==> config.mk <==
export PLATFORM = sky130hd
export DESIGN_NAME = oled_fb_streamer
export DESIGN_NICKNAME = d
export VERILOG_FILES = /design/src/rtl/ov7670_pkg.sv /design/src/rtl/fb_color_conv.sv /design/src/rtl/oled_fb_streamer.sv
export SDC_FILE = /design/constraint.sdc
export NUM_CORES = 1
export LEC_CHECK = 0
export BUFFER_PORTS_ARGS = -buffer_cell sky130_fd_sc_hd__clkbuf_2
export CAP_MARGIN = 0
export CORE_MARGIN = 5
export CORE_UTILIZATION = 41
export CTS_CLUSTER_DIAMETER = 50
export DETAILED_ROUTE_END_ITERATION = 8
export PLACE_DENSITY = 0.71
export REMOVE_ABC_BUFFERS = 1
export SLEW_MARGIN = 40
export SYNTH_ARGS = -nofsm -noshare
export SYNTH_HDL_FRONTEND = slang
export SYNTH_SLANG_ARGS = --single-unit
export TNS_END_PERCENT = 1
==> constraint.sdc <==
create_clock -name clk -period 2.1 [get_ports clk]
set_input_delay 0.105 -clock clk [delete_from_list [all_inputs] [get_ports clk]]
set_output_delay 0.105 -clock clk [all_outputs]
set_load 0.01 [all_outputs]
==> src/rtl/ov7670_pkg.sv <==
// Shared pixel-format constants, streamer state encoding and RGB444 conversion helpers
// for the camera-to-OLED path.
package ov7670_pkg;

    localparam int c_nb_r      = 4;
    localparam int c_nb_g      = 4;
    localparam int c_nb_b      = 4;
    localparam int c_nb_rgb444 = c_nb_r + c_nb_g + c_nb_b;

    localparam int c_fmt_565 = 16;
    localparam int c_fmt_332 = 8;

    typedef enum logic [1:0] {
        IDLE,
        FETCH,
        READY
    } fb_state_t;

    function automatic logic [15:0] rgb444_to_565(input logic [c_nb_rgb444-1:0] p);
        logic [3:0] r;
        logic [3:0] g;
        logic [3:0] b;
        r = p[11:8];
        g = p[7:4];
        b = p[3:0];
        return {r, r[3], g, g[3:2], b, b[3]};
    endfunction

    function automatic logic [7:0] rgb444_to_332(input logic [c_nb_rgb444-1:0] p);
        logic [3:0] r;
        logic [3:0] g;
        logic [3:0] b;
        r = p[11:8];
        g = p[7:4];
        b = p[3:0];
        return {r[3:1], g[3:1], b[3:2]};
    endfunction

endpackage

==> src/rtl/fb_color_conv.sv <==
// Registered red/blue swap and RGB444 -> RGB565/RGB332 conversion; a direct colour
// (border or test pattern) can be loaded instead of frame-buffer data.
module fb_color_conv
    import ov7670_pkg::*;
#(
    parameter int c_color_bits = 16
) (
    input  logic                    clk,
    input  logic                    rst_n,
    input  logic                    load_fb,
    input  logic [c_nb_rgb444-1:0]  fb_pxl,
    input  logic                    swap_r_b,
    input  logic                    load_direct,
    input  logic [c_color_bits-1:0] direct_color,
    output logic [c_color_bits-1:0] color
);

    logic [c_nb_rgb444-1:0]  pxl_sw;
    logic [c_color_bits-1:0] conv;

    assign pxl_sw = swap_r_b ? {fb_pxl[3:0], fb_pxl[7:4], fb_pxl[11:8]} : fb_pxl;

    generate
        if (c_color_bits == c_fmt_565) begin : g_565
            assign conv = rgb444_to_565(pxl_sw);
        end else begin : g_332
            assign conv = rgb444_to_332(pxl_sw);
        end
    endgenerate

    always_ff @(posedge clk or negedge rst_n) begin
        if (!rst_n) begin
            color <= '0;
        end else if (load_fb) begin
            color <= conv;
        end else if (load_direct) begin
            color <= direct_color;
        end
    end

endmodule

==> src/rtl/oled_fb_streamer.sv <==
// Streams the camera frame buffer to the OLED driver with integer upscaling and a border.
// Optional checkerboard test pattern is built only when OLED_TESTPAT_EN is defined.
module oled_fb_streamer
    import ov7670_pkg::*;
#(
    parameter int c_img_cols     = 80,
    parameter int c_img_rows     = 60,
    parameter int c_nb_img_pxls  = 13,
    parameter int c_nb_buf_red   = 4,
    parameter int c_nb_buf_green = 4,
    parameter int c_nb_buf_blue  = 4,
    parameter int c_x_size       = 128,
    parameter int c_y_size       = 128,
    parameter int c_nb_xy        = 7,
    parameter int c_scale        = 1,
    parameter int c_color_bits   = 16,
    parameter int c_rd_lat       = 1,
    parameter logic [c_color_bits-1:0] c_border = '0
) (
    input  logic                     clk,
    input  logic                     rst_n,
    input  logic                     enable,
    input  logic                     frame_restart,
    input  logic                     swap_r_b,
    input  logic                     testmode,
    input  logic                     next_pixel,
    output logic                     fb_rd_en,
    output logic [c_nb_img_pxls-1:0] fb_addr,
    input  logic [c_nb_buf_red+c_nb_buf_green+c_nb_buf_blue-1:0] fb_pxl,
    output logic [c_color_bits-1:0]  color,
    output logic                     color_valid,
    output logic [c_nb_xy-1:0]       scr_x,
    output logic [c_nb_xy-1:0]       scr_y,
    output logic                     frame_done,
    output logic                     underrun
);

    localparam int         c_win_x   = c_img_cols * c_scale;
    localparam int         c_win_y   = c_img_rows * c_scale;
    localparam logic [1:0] c_sub_max = 2'(c_scale - 1);

    fb_state_t                 state;
    logic [c_nb_xy-1:0]        img_col;
    logic [1:0]                sub_x;
    logic [1:0]                sub_y;
    logic [c_nb_img_pxls-1:0]  row_base;
    logic                      issued;
    logic [c_rd_lat-1:0]       rd_vld_p;
    logic [c_rd_lat-1:0]       rd_vld_next;
    logic                      in_win;
    logic                      use_fb;
    logic                      go;
    logic                      clear_pos;
    logic                      load_fb;
    logic                      load_direct;
    logic [c_color_bits-1:0]   direct_color;

    assign in_win = (int'(scr_x) < c_win_x) && (int'(scr_y) < c_win_y);

`ifdef OLED_TESTPAT_EN
    assign use_fb       = in_win && !testmode;
    assign direct_color = (in_win && testmode) ? {c_color_bits{scr_x[3] ^ scr_y[3]}} : c_border;
`else
    logic unused_testmode;
    assign unused_testmode = testmode;
    assign use_fb          = in_win;
    assign direct_color    = c_border;
`endif

    // Any enable drop, restart or pixel consumption abandons the current fetch.
    assign go          = enable && !frame_restart && !next_pixel;
    assign clear_pos   = !enable || frame_restart;
    assign fb_rd_en    = go && (state == FETCH) && !issued && use_fb;
    assign load_fb     = go && (state == FETCH) && issued && rd_vld_p[c_rd_lat-1];
    assign load_direct = go && (state == FETCH) && !issued && !use_fb;
    assign fb_addr     = row_base + c_nb_img_pxls'(img_col);

    generate
        if (c_rd_lat == 1) begin : g_lat1
            assign rd_vld_next = fb_rd_en;
        end else begin : g_latn
            assign rd_vld_next = {rd_vld_p[c_rd_lat-2:0], fb_rd_en};
        end
    endgenerate

    always_ff @(posedge clk or negedge rst_n) begin
        if (!rst_n) begin
            state       <= IDLE;
            issued      <= 1'b0;
            rd_vld_p    <= '0;
            color_valid <= 1'b0;
            underrun    <= 1'b0;
        end else begin
            rd_vld_p <= rd_vld_next;
            if (!enable || frame_restart || next_pixel) begin
                state       <= enable ? FETCH : IDLE;
                issued      <= 1'b0;
                rd_vld_p    <= '0;
                color_valid <= 1'b0;
                if (enable && frame_restart) begin
                    underrun <= 1'b0;
                end else if (enable && state != READY) begin
                    underrun <= 1'b1;
                end
            end else begin
                case (state)
                    IDLE: state <= FETCH;
                    FETCH: begin
                        if (fb_rd_en) begin
                            issued <= 1'b1;
                        end else if (load_fb || load_direct) begin
                            color_valid <= 1'b1;
                            state       <= READY;
                        end
                    end
                    default: ;
                endcase
            end
        end
    end

    // Screen walk and frame-buffer address stepping; upscaling by counting sub-pixels.
    always_ff @(posedge clk or negedge rst_n) begin
        if (!rst_n) begin
            scr_x      <= '0;
            scr_y      <= '0;
            img_col    <= '0;
            sub_x      <= '0;
            sub_y      <= '0;
            row_base   <= '0;
            frame_done <= 1'b0;
        end else begin
            frame_done <= 1'b0;
            if (clear_pos) begin
                scr_x    <= '0;
                scr_y    <= '0;
                img_col  <= '0;
                sub_x    <= '0;
                sub_y    <= '0;
                row_base <= '0;
            end else if (next_pixel) begin
                if (scr_x == c_nb_xy'(c_x_size - 1)) begin
                    scr_x   <= '0;
                    img_col <= '0;
                    sub_x   <= '0;
                    if (scr_y == c_nb_xy'(c_y_size - 1)) begin
                        scr_y      <= '0;
                        sub_y      <= '0;
                        row_base   <= '0;
                        frame_done <= 1'b1;
                    end else begin
                        scr_y <= scr_y + 1'b1;
                        if (sub_y == c_sub_max) begin
                            sub_y    <= '0;
                            row_base <= row_base + c_nb_img_pxls'(c_img_cols);
                        end else begin
                            sub_y <= sub_y + 1'b1;
                        end
                    end
                end else begin
                    scr_x <= scr_x + 1'b1;
                    if (sub_x == c_sub_max) begin
                        sub_x   <= '0;
                        img_col <= img_col + 1'b1;
                    end else begin
                        sub_x <= sub_x + 1'b1;
                    end
                end
            end
        end
    end

    fb_color_conv #(
        .c_color_bits (c_color_bits)
    ) u_conv (
        .clk          (clk),
        .rst_n        (rst_n),
        .load_fb      (load_fb),
        .fb_pxl       (fb_pxl),
        .swap_r_b     (swap_r_b),
        .load_direct  (load_direct),
        .direct_color (direct_color),
        .color        (color)
    );

endmodule

# Yosys cells after proc, flatten, opt, wreduce, memory -nomap -nowiden
# Cells that the tools add are included.
# W data, S select, Z words.
# classes
addsub	7
magnitude_cmp	2
eq_ne	7
mux	47
n_reduce_logical	39
# ops
cell	count
$mux W7	11
$mux W13	5
$mux W16	2
$mux W2	12
$add A7 B1 Y7 const B	3
$mux W1	15
$eq A7 B7 Y1 const B	2
$reduce_bool A2 Y1	7
$add A13 B7 Y13	1
$add A13 B7 Y13 const B	1
$mux W12	1
$logic_and A1 B1 Y1	11
$reduce_and A3 Y1	3
$reduce_bool A3 Y1	3
$reduce_and A2 Y1	4
$lt A7 B6 Y1 const B	1
$lt A7 B7 Y1 const B	1
$logic_not A2 Y1	3
$logic_not A1 Y1	5
$add A2 B1 Y2 const B	2
$pmux W2 S2	1
$logic_or A1 B1 Y1	3
$ne A3 B1 Y1 const B	1
$ne A3 B2 Y1 const B	1
other kinds (3)	3
# totals
ff_bits	61
input_bits	19
output_inout_bits	47

# Depth between registers and ports, before layout
# Gate-level depths: netlist of run 1.
# logic_depth
ltp_word	11
mapped_depth	6

# Hierarchy
# From an unflattened synthesis of run 1, not the netlist that was laid out.
# unflattened
hier_cells	306
hier_area_um2	3134.3
# modules_own_cells
module	n_inst	cells_per_inst	area_each_um2	seq_area_each_um2
oled_fb_streamer	1	243	2270.9	1026.0
fb_color_conv	1	63	863.3	400.4

# Worst setup path after synthesis of run 1
# OpenSTA, ideal clock, no wires.
# synth_path
path_kind	reg2reg
from	reg scr_x[0]
to	reg img_col[1]
setup_time_ns	0.125
arrival_ns	1.602
path_slack_ns	0.374
stages_incl_launch_ff	7
synth_period_minus_slack_ns	1.726
cell_sequence	dfrtp_1 > ha_1 > and3_1 > a21oi_2 > buf_4 > nand2_1 > mux2_2
# synth_between
elab_chain_cells	4
elab_cells_between_ends	6
# synth_rtl
element	line_no	text
from (decl)	oled_fb_streamer.sv:32	output logic [c_nb_xy-1:0] scr_x,
from (signal assigned)	oled_fb_streamer.sv:161	scr_x <= scr_x + 1'b1;
$eq A7 B7 Y1 (*)	oled_fb_streamer.sv:142	if (scr_x == c_nb_xy'(c_x_size - 1)) begin
$mux W7	oled_fb_streamer.sv:142	
$mux W7	oled_fb_streamer.sv:141	end else if (next_pixel) begin
$mux W7	oled_fb_streamer.sv:134	if (clear_pos) begin
to (signal assigned)	oled_fb_streamer.sv:164	img_col <= img_col + 1'b1;
to (decl)	oled_fb_streamer.sv:43	logic [c_nb_xy-1:0] img_col;
# Mark *: on every way between the ends. The rest lies on a longest branch, timed or not. The select of a mux whose other input is x is not followed.
# A chain may end at the register's enable or synchronous reset.

# Final worst setup path of run 1
# layout_path
from	reg row_base[5]
to	out fb_addr[10]
# layout_between
elab_chain_cells	1
# layout_rtl
element	line_no	text
from (decl)	oled_fb_streamer.sv:46	logic [c_nb_img_pxls-1:0] row_base;
from (signal assigned)	oled_fb_streamer.sv:155	row_base <= row_base + c_nb_img_pxls'(c_img_cols);
$add A13 B7 Y13	oled_fb_streamer.sv:76	assign fb_addr = row_base + c_nb_img_pxls'(img_col);
to (decl)	oled_fb_streamer.sv:28	output logic [c_nb_img_pxls-1:0] fb_addr,
# No other way between the ends.

==> results of run 1 <==
[power by group through the flow]
stage	clock network (mW)	logic, mW	registers [mW]
global route	0.664	0.165	1.04
detailed placement	0	0.144	1.06
global placement	0	0.141	1.06
floorplan	0	0.0581	1.06
finish	0.595	0.147	1.04
CTS	0.618	0.148	1.04
[metal layers]
| metal | track usage [%] | vias to the layer above | wire length [µm] |
|---|---|---|---|
| met3 | 3.43 | 12 | 294 |
| met1 | 20.5 | 1167 | 3060 |
| met4 | 4.93 | 0 | 113 |
| met5 | 0 | - | 0 |
| met2 | 27.1 | 56 | 3190 |
| li1 | - | 1186 | - |
[registers in the layout (all words and copies together), names as in the netlist]
signal / flops
color_valid: 1
frame_done: 1
img_col: 7
issued: 1
rd_vld_p: 1
row_base: 9
scr_x: 7
scr_y: 7
state: 2
sub_x: 2
sub_y: 2
u_conv.color: 12
underrun: 1
[path summary, 6_finish.rpt]
check | start | endpoint | cells after the start
max | row_base[5] | fb_addr[10] | 6
min | frame_restart | underrun | 2
max reg2reg | scr_x[0] | img_col[1] | 5
min reg2reg | u_conv.color[2] | u_conv.color[2] | 1
max in group asynchronous | rst_n | scr_y[6] | 3
min in group asynchronous | rst_n | u_conv.color[7] | 3
[cell usage in the layout (no fill, tap or decap), drive strengths merged, types with 2 or more instances in the layout]
cell,instances
nor3b,2
buf,14
dfrtp,53
a22o,4
and4,5
dlygate4sd3,3
nand4b,2
ha,11
a21oi,22
nand4,9
xor2,13
nor4,4
a31oi,2
xnor2,7
o21ai,9
or4,4
nand2,15
a21boi,2
and3,6
o2111ai,2
nor2,20
mux2i,12
inv,11
nand3,18
nand2b,6
o31ai,4
nand3b,6
clkbuf,69
or3,2
a21o,3
o2bb2ai,8
[cell type report]
class,count,area share [%]
Tap cell,96,3.44
Timing Repair Buffer,81,13.0
Clock inverter,3,0.716
Multi-Input combinational cell,206,41.8
Inverter,10,1.07
Sequential cell,53,38.0
Clock buffer,5,1.97
[what timing repair did]
item / 4_1_cts / 5_1_grt
hold endpoints to repair: 54 / 1
gates resized for setup: 2 / 1
hold buffers: 2 / 1
endpoints found under the setup margin: 6 / 6
buffers inserted: 0 / 4
pin swaps: 0 / 2
cloned: 0 / 0
[cells by family (layout without fill, tap and decap cells)]
kind of cell               after synthesis  count (layout)  share of synthesized area [%]
and+or+nand+nor                        101             101                           19.7
AOI/OAI and AO/OA                       61              61                           14.5
DFF                                     53              53                           45.5
buffers and inverters                   29              99                           5.15
xor gates and xnor gates                20              20                           6.00
muxes                                   13              13                           4.50
adders and majority gates               11              11                           4.72
[metrics by stage]
step	worst slack [ns]	utilization, %	power (mW)	instances
after CTS	0.00509	50.2	1.81	449
final	0.109	50.9	1.79	454
after global routing	-0.0181	50.9	1.87	454
after global placement	0.200	48.3	1.20	439
after floorplan	0.324	-	1.12	269
after detailed placement	0.157	48.3	1.21	439
==> metrics.md, run 1 <==
| Metric | Value |
|---|---|
| Status | complete, no violations |
| Mapped cell area | 2920 µm² |
| Most instantiated cells after synthesis | dfrtp_1 (53), a21oi_1 (21), nor2_1 (20) |
| Pin count of the biggest net entering global routing | 54 |
| Clock slew at reported path FFs | 0.09 ns |
| Area leader, netlist | dfrtp_1 |
| Crit path max fanout | 6 |
| CP required | approximately 2 ns |
| Async set-or-reset flop fraction in the synthesized netlist | 100% |
| Maximum vdd drop | ~0.42 mV |
| Die ar. | 8900 µm² |
| Worst path cell trace | ha_1 > a21o_1 > a21oi_4 > nor3b_1 > xor2_1 > clkbuf_2 |
| Vias in the first global route | around 2500 |
| Syn Area/Cell | roughly 10 µm² |
| Max Buffers Root-to-Sink | 2 |
| Antenna violations before repair | 0 |
| Sw Pwr | 456 µW |
| CTS tree | yes |
| Gate power share | under 10% |
| Routed Antenna Nets | 0 |
| Leakage | 1.66 nW |
| Routability cong. | 0.796 |
| Post-detailed-placement half-perimeter wirelength | 4830 µm |
| FF-to-FF setup slack | 0.29 ns |
| Most frequent cell after synthesis | dfrtp_1 |
| Worst setup SP type | flip-flop |
| H-tree depth | 2 |
| Relative slew slack | 55.1% |
| Overflow left after global routing | 0 |
| Slowest stage cell on the critical path | dfrtp_1 |
| Syn Inst Count | between 200 and 300 |
| Measured slew at the worst slew-check pin | 0.673 ns |
| Power share of the clock group | approximately a third |
| Area grow syn2layout | 19.7% |
| Sequential Area | approximately 1300 µm² |
| Seq pwr share | 58.4% |
| Seq/Total Area, Yosys | about 45% |
| TritonRoute pass-1 iters | 4 |
| Minimum clock period | approximately 2 ns |
| Post-synthesis register bit count | 53 |
| Rows | 30 |
| Setup CP Type | flip-flop to output pin |
| Core ar. | around 6900 µm² |
| FMAX | 502 MHz |
| Post-Layout Inst Area | 3490 µm² |
| Yosys warnings | 0 |
| Hold WS | roughly 0.022 ns |
| Synth area leaders | dfrtp_1 (45%), ha_1 (4.7%), mux2i_1 (4.1%), xor2_1 (3.9%), a21oi_1 (3.6%) |
| Switch share | 25.6% |
| # fillers | 651 |
| Fin Clk Skew | 0.0143 ns |
| Yosys cell types | 47 |
| DRC Markers | 0 |
| Starting density of the core | 42.5% |
| Routed wire length | roughly 6700 µm |
| Post-synth EDFFs | 0 |
| CP bufs+invs | 1 |
| Max_cap viols | 0 |
| Die Y | 94.4 µm |
| Number of vias per cell | about 5.3 |
| Share of post-route cells with drive strength above 1 | 26.8% |
| # clock sinks | 53 |
| Setup crit end kind | output pin |
| Total negative slack | 0 ns |
| I/O pin count | 66 |
| Die X | ~94 µm |
| Number of diodes | 0 |
| Worst Path Arrival | roughly 1.9 ns |
| Fin. max-slew vios | 0 |
| Post-synth top area share | 45.5% |
| Top Family by Delay on Critical Path | flip-flops |
| First-pass GRT wire length | 11500 µm |
| PwrDens | 511 nW/µm² |
| Top FF cell, synth | dfrtp_1 |
| RSZ-0062 raised after global routing | yes |
| Total Routing Usage GR | 16.0% |
| CTS buffer count | 5 |
| CP max stage delay | 0.41 ns |
| Port Buffer Count | 64 |
| Via Count | 2421 |
| Final net count | 387 |
| Worst skew pair latency | about 0.31 ns |
| Placed Area | between 3000 and 4000 µm² |
| Setup violators final | 0 |
| Worst hold path class | input pin to flip-flop |
| Drt wl/cell | 14.7 µm |
| Hold Vio Cnt, Final | 0 |
| Multi-input logic area | 1460 µm² |
| Final period util | 94.8% |
| Int Pwr | 1.33 mW |
| CTS root buf | clkbuf_8 |
| DR iter-0 viols | 146 |
(Power assumes the default switching activity.)
==> inputs of run 2 (changes only) <==
CAP_MARGIN = not set   (was 0)
HOLD_SLACK_MARGIN = 0.03   (was not set)
==> metrics.md, run 2 (synthesis gave the netlist of run 1 again) <==
| Metric | Value |
|---|---|
| Worst path cell trace | ha_1 > a21o_1 > a21oi_4 > nor3b_1 > xor2_1 > clkbuf_2 |
| Number of diodes | 0 (unchanged) |
| Starting density of the core | 42.5% (unchanged) |
| Overflow left after global routing | 0 (unchanged) |
| FMAX | 502 MHz (about the same) |
| Switch share | 25.4% (-0.12 points) |
| Max reg flops | 12 (unchanged) |
| Sw Pwr | 455 µW (-0.36%) |
| Status | complete, no violations |
| Minimum clock period | 1.99 ns (+0.000393 ns) |
| RSZ-0062 raised after global routing | yes |
| Share of post-route cells with drive strength above 1 | 26.6% (-0.22 points) |
| Sequential Area | 1330 µm² (unchanged) |
| Vias in the first global route | 2509 (+0.32%) |
| Worst skew pair latency | 0.31 ns (about the same) |
| CP required | 2.00 ns (about the same) |
| Relative slew slack | 55.7% (+0.61 points) |
| Fin Clk Skew | 0.0133 ns (-0.00105 ns) |
| Worst hold path class | input pin to flip-flop |
| Commonest non-fill, non-tap cells in the layout | clkbuf_2 (64), dfrtp_1 (53), nor2_1 (20), a21oi_1 (20), nand3_1 (18) |
| Worst Path Arrival | 1.89 ns (about the same) |
| TritonRoute pass-1 iters | 4 (unchanged) |
| Setup violators final | 0 (unchanged) |
| Worst r2r src | scr_x[0] |
| Maximum vdd drop | 0.424 mV (about the same) |
| # clock sinks | 53 (unchanged) |
| Total power | 1.79 mW (+0.11%) |
| Measured slew at the worst slew-check pin | 0.664 ns (-0.00911 ns) |
| Pin count of the biggest net entering global routing | 54 (unchanged) |
| Seq pwr share | 58.3% (about the same) |
| DR iter-0 viols | 168 (+15%) |
| Port Buffer Count | 64 (unchanged) |
| Met3 usage | 3.43% (unchanged) |
| H-tree depth | 2 (unchanged) |
| CP max stage delay | 0.41 ns (about the same) |
| Gate power share | 8.4% (+0.2 points) |
| GRT busiest layer | met2 |
| Post-Layout Inst Area | 3520 µm² (+0.86%) |
| Die Y | 94.4 µm (unchanged) |
| I/O pin count | 66 (unchanged) |
| Rows | 30 (unchanged) |
| Leakage | 1.68 nW (+0.75%) |
| Regs by FF count | u_conv.color (12), row_base (9) |
| CP bufs+invs | 1 (unchanged) |
| Final period util | 94.8% (about the same) |
| Max Buffers Root-to-Sink | 2 (unchanged) |
| Top reg by flops | u_conv.color |
| Power share of the clock group | 33.2% (about the same) |
| Setup CP Type | flip-flop to output pin |
| Max_cap viols | 0 (unchanged) |
| First-pass GRT wire length | 11500 µm (about the same) |
| Fin. max-slew vios | 0 (unchanged) |
| PwrDens | 507 nW/µm² (-0.75%) |
| Slowest stage cell on the critical path | dfrtp_1 |
| Commonest non-fill, non-tap cell in the layout | clkbuf_2 |
| Worst setup SP type | flip-flop |
| Area grow syn2layout | 20.8% |
| Hold Vio Cnt, Final | 0 (unchanged) |
| Setup crit end kind | output pin |
| Placed Area | 3320 µm² (unchanged) |
| Total Routing Usage GR | 16.0% (-0.048 points) |
| Met2 Use GR | 27.0% (-0.18 points) |
| CTS root buf | clkbuf_8 |
| Int Pwr | 1.33 mW (+0.27%) |
| CTS tree | yes |
| Met1 Use GR | 20.6% (about the same) |
| Post-detailed-placement half-perimeter wirelength | 4830 µm (unchanged) |
| Routed wire length | 6620 µm (-0.53%) |
| DRC Markers | 0 (unchanged) |
| Final net count | 390 (+0.78%) |
| Routability cong. | 0.796 (unchanged) |
| Crit path max fanout | 6 (unchanged) |
| Top Family by Delay on Critical Path | flip-flops |
| Clock slew at reported path FFs | 0.09 ns (about the same) |
| Hold_sp | enable |
| Die ar. | 8900 µm² (unchanged) |
| CTS buffer count | 5 (unchanged) |
| Drt wl/cell | 14.5 µm (-1.2%) |
| Number of vias per cell | 5.34 (+0.21%) |
| Core ar. | 6870 µm² (unchanged) |
| Via Count | 2442 (+0.87%) |
| Multi-input logic area | 1460 µm² (unchanged) |
| Antenna violations before repair | 0 (unchanged) |
| Total negative slack | 0 ns (unchanged) |
| # fillers | 646 (-0.77%) |
| Die X | 94.4 µm (unchanged) |
| Routed Antenna Nets | 0 (unchanged) |
| Critical path launch point | row_base[5] |
==> run 2: cell types whose count changed in the layout (fill, tap and decap cells not counted), sizes merged <==
cell	change
dlygate4sd3	+3
==> run 2: timing repair <==
item	4_1_cts	5_1_grt
hold buffers	6	0
pin swaps	0	2
setup endpoints to repair	6	6
endpoints found under the hold margin	58	0
setup buffers	0	4
resized for setup	2	1
==> run 2: metal layers <==
layer	wire, µm	up-vias
met5	0	-
met4	106	0
met3	299	10
met2	3200	65
met1	3010	1175
li1	-	1192
==> run 2: final timing paths <==
| kind | to | slack [ns] | cells after the start |
|---|---|---|---|
| worst max-delay path | fb_addr[10] | 0.11 | 6 |
| worst min-delay path | underrun | 0.04 | 2 |
| worst max register to register | img_col[1] | 0.29 | 5 |
| worst min register to register | u_conv.color[2] | 0.50 | 1 |
| max in group asynchronous | scr_y[6] | 1.21 | 3 |
| min in group asynchronous | u_conv.color[9] | 0.45 | 3 |
==> run 2: final cells by class <==
type	count	share of cell area (%)
clock buffer	5	1.95
multi-input combinational	206	41.4
clock inverter	3	0.710
tap	96	3.41
inverter	10	1.07
timing repair buffer	84	13.8
sequential	53	37.6
==> run 2: power groups by stage <==
| stage | Clock, mW | Combinational, mW | Sequential (mW) |
|---|---|---|---|
| 2_1_floorplan | 0 | 0.0581 | 1.06 |
| 3_3_place_gp | 0 | 0.141 | 1.06 |
| 3_5_place_dp | 0 | 0.144 | 1.06 |
| 4_1_cts | 0.618 | 0.154 | 1.04 |
| 5_1_grt | 0.662 | 0.169 | 1.04 |
| 6_report | 0.594 | 0.151 | 1.04 |
==> run 2: metrics by stage <==
step / hold slack, ns / setup slack, ns / cells / utilization, %
after floorplan: -0.191 / 0.324 / 269 / -
after global placement: 0.272 / 0.200 / 439 / 48.3
after detailed placement: 0.285 / 0.157 / 439 / 48.3
after CTS: 0.0443 / 0.00509 / 453 / 50.7
after global routing: 0.0379 / -0.0181 / 457 / 51.3
final: 0.0413 / 0.109 / 457 / 51.3
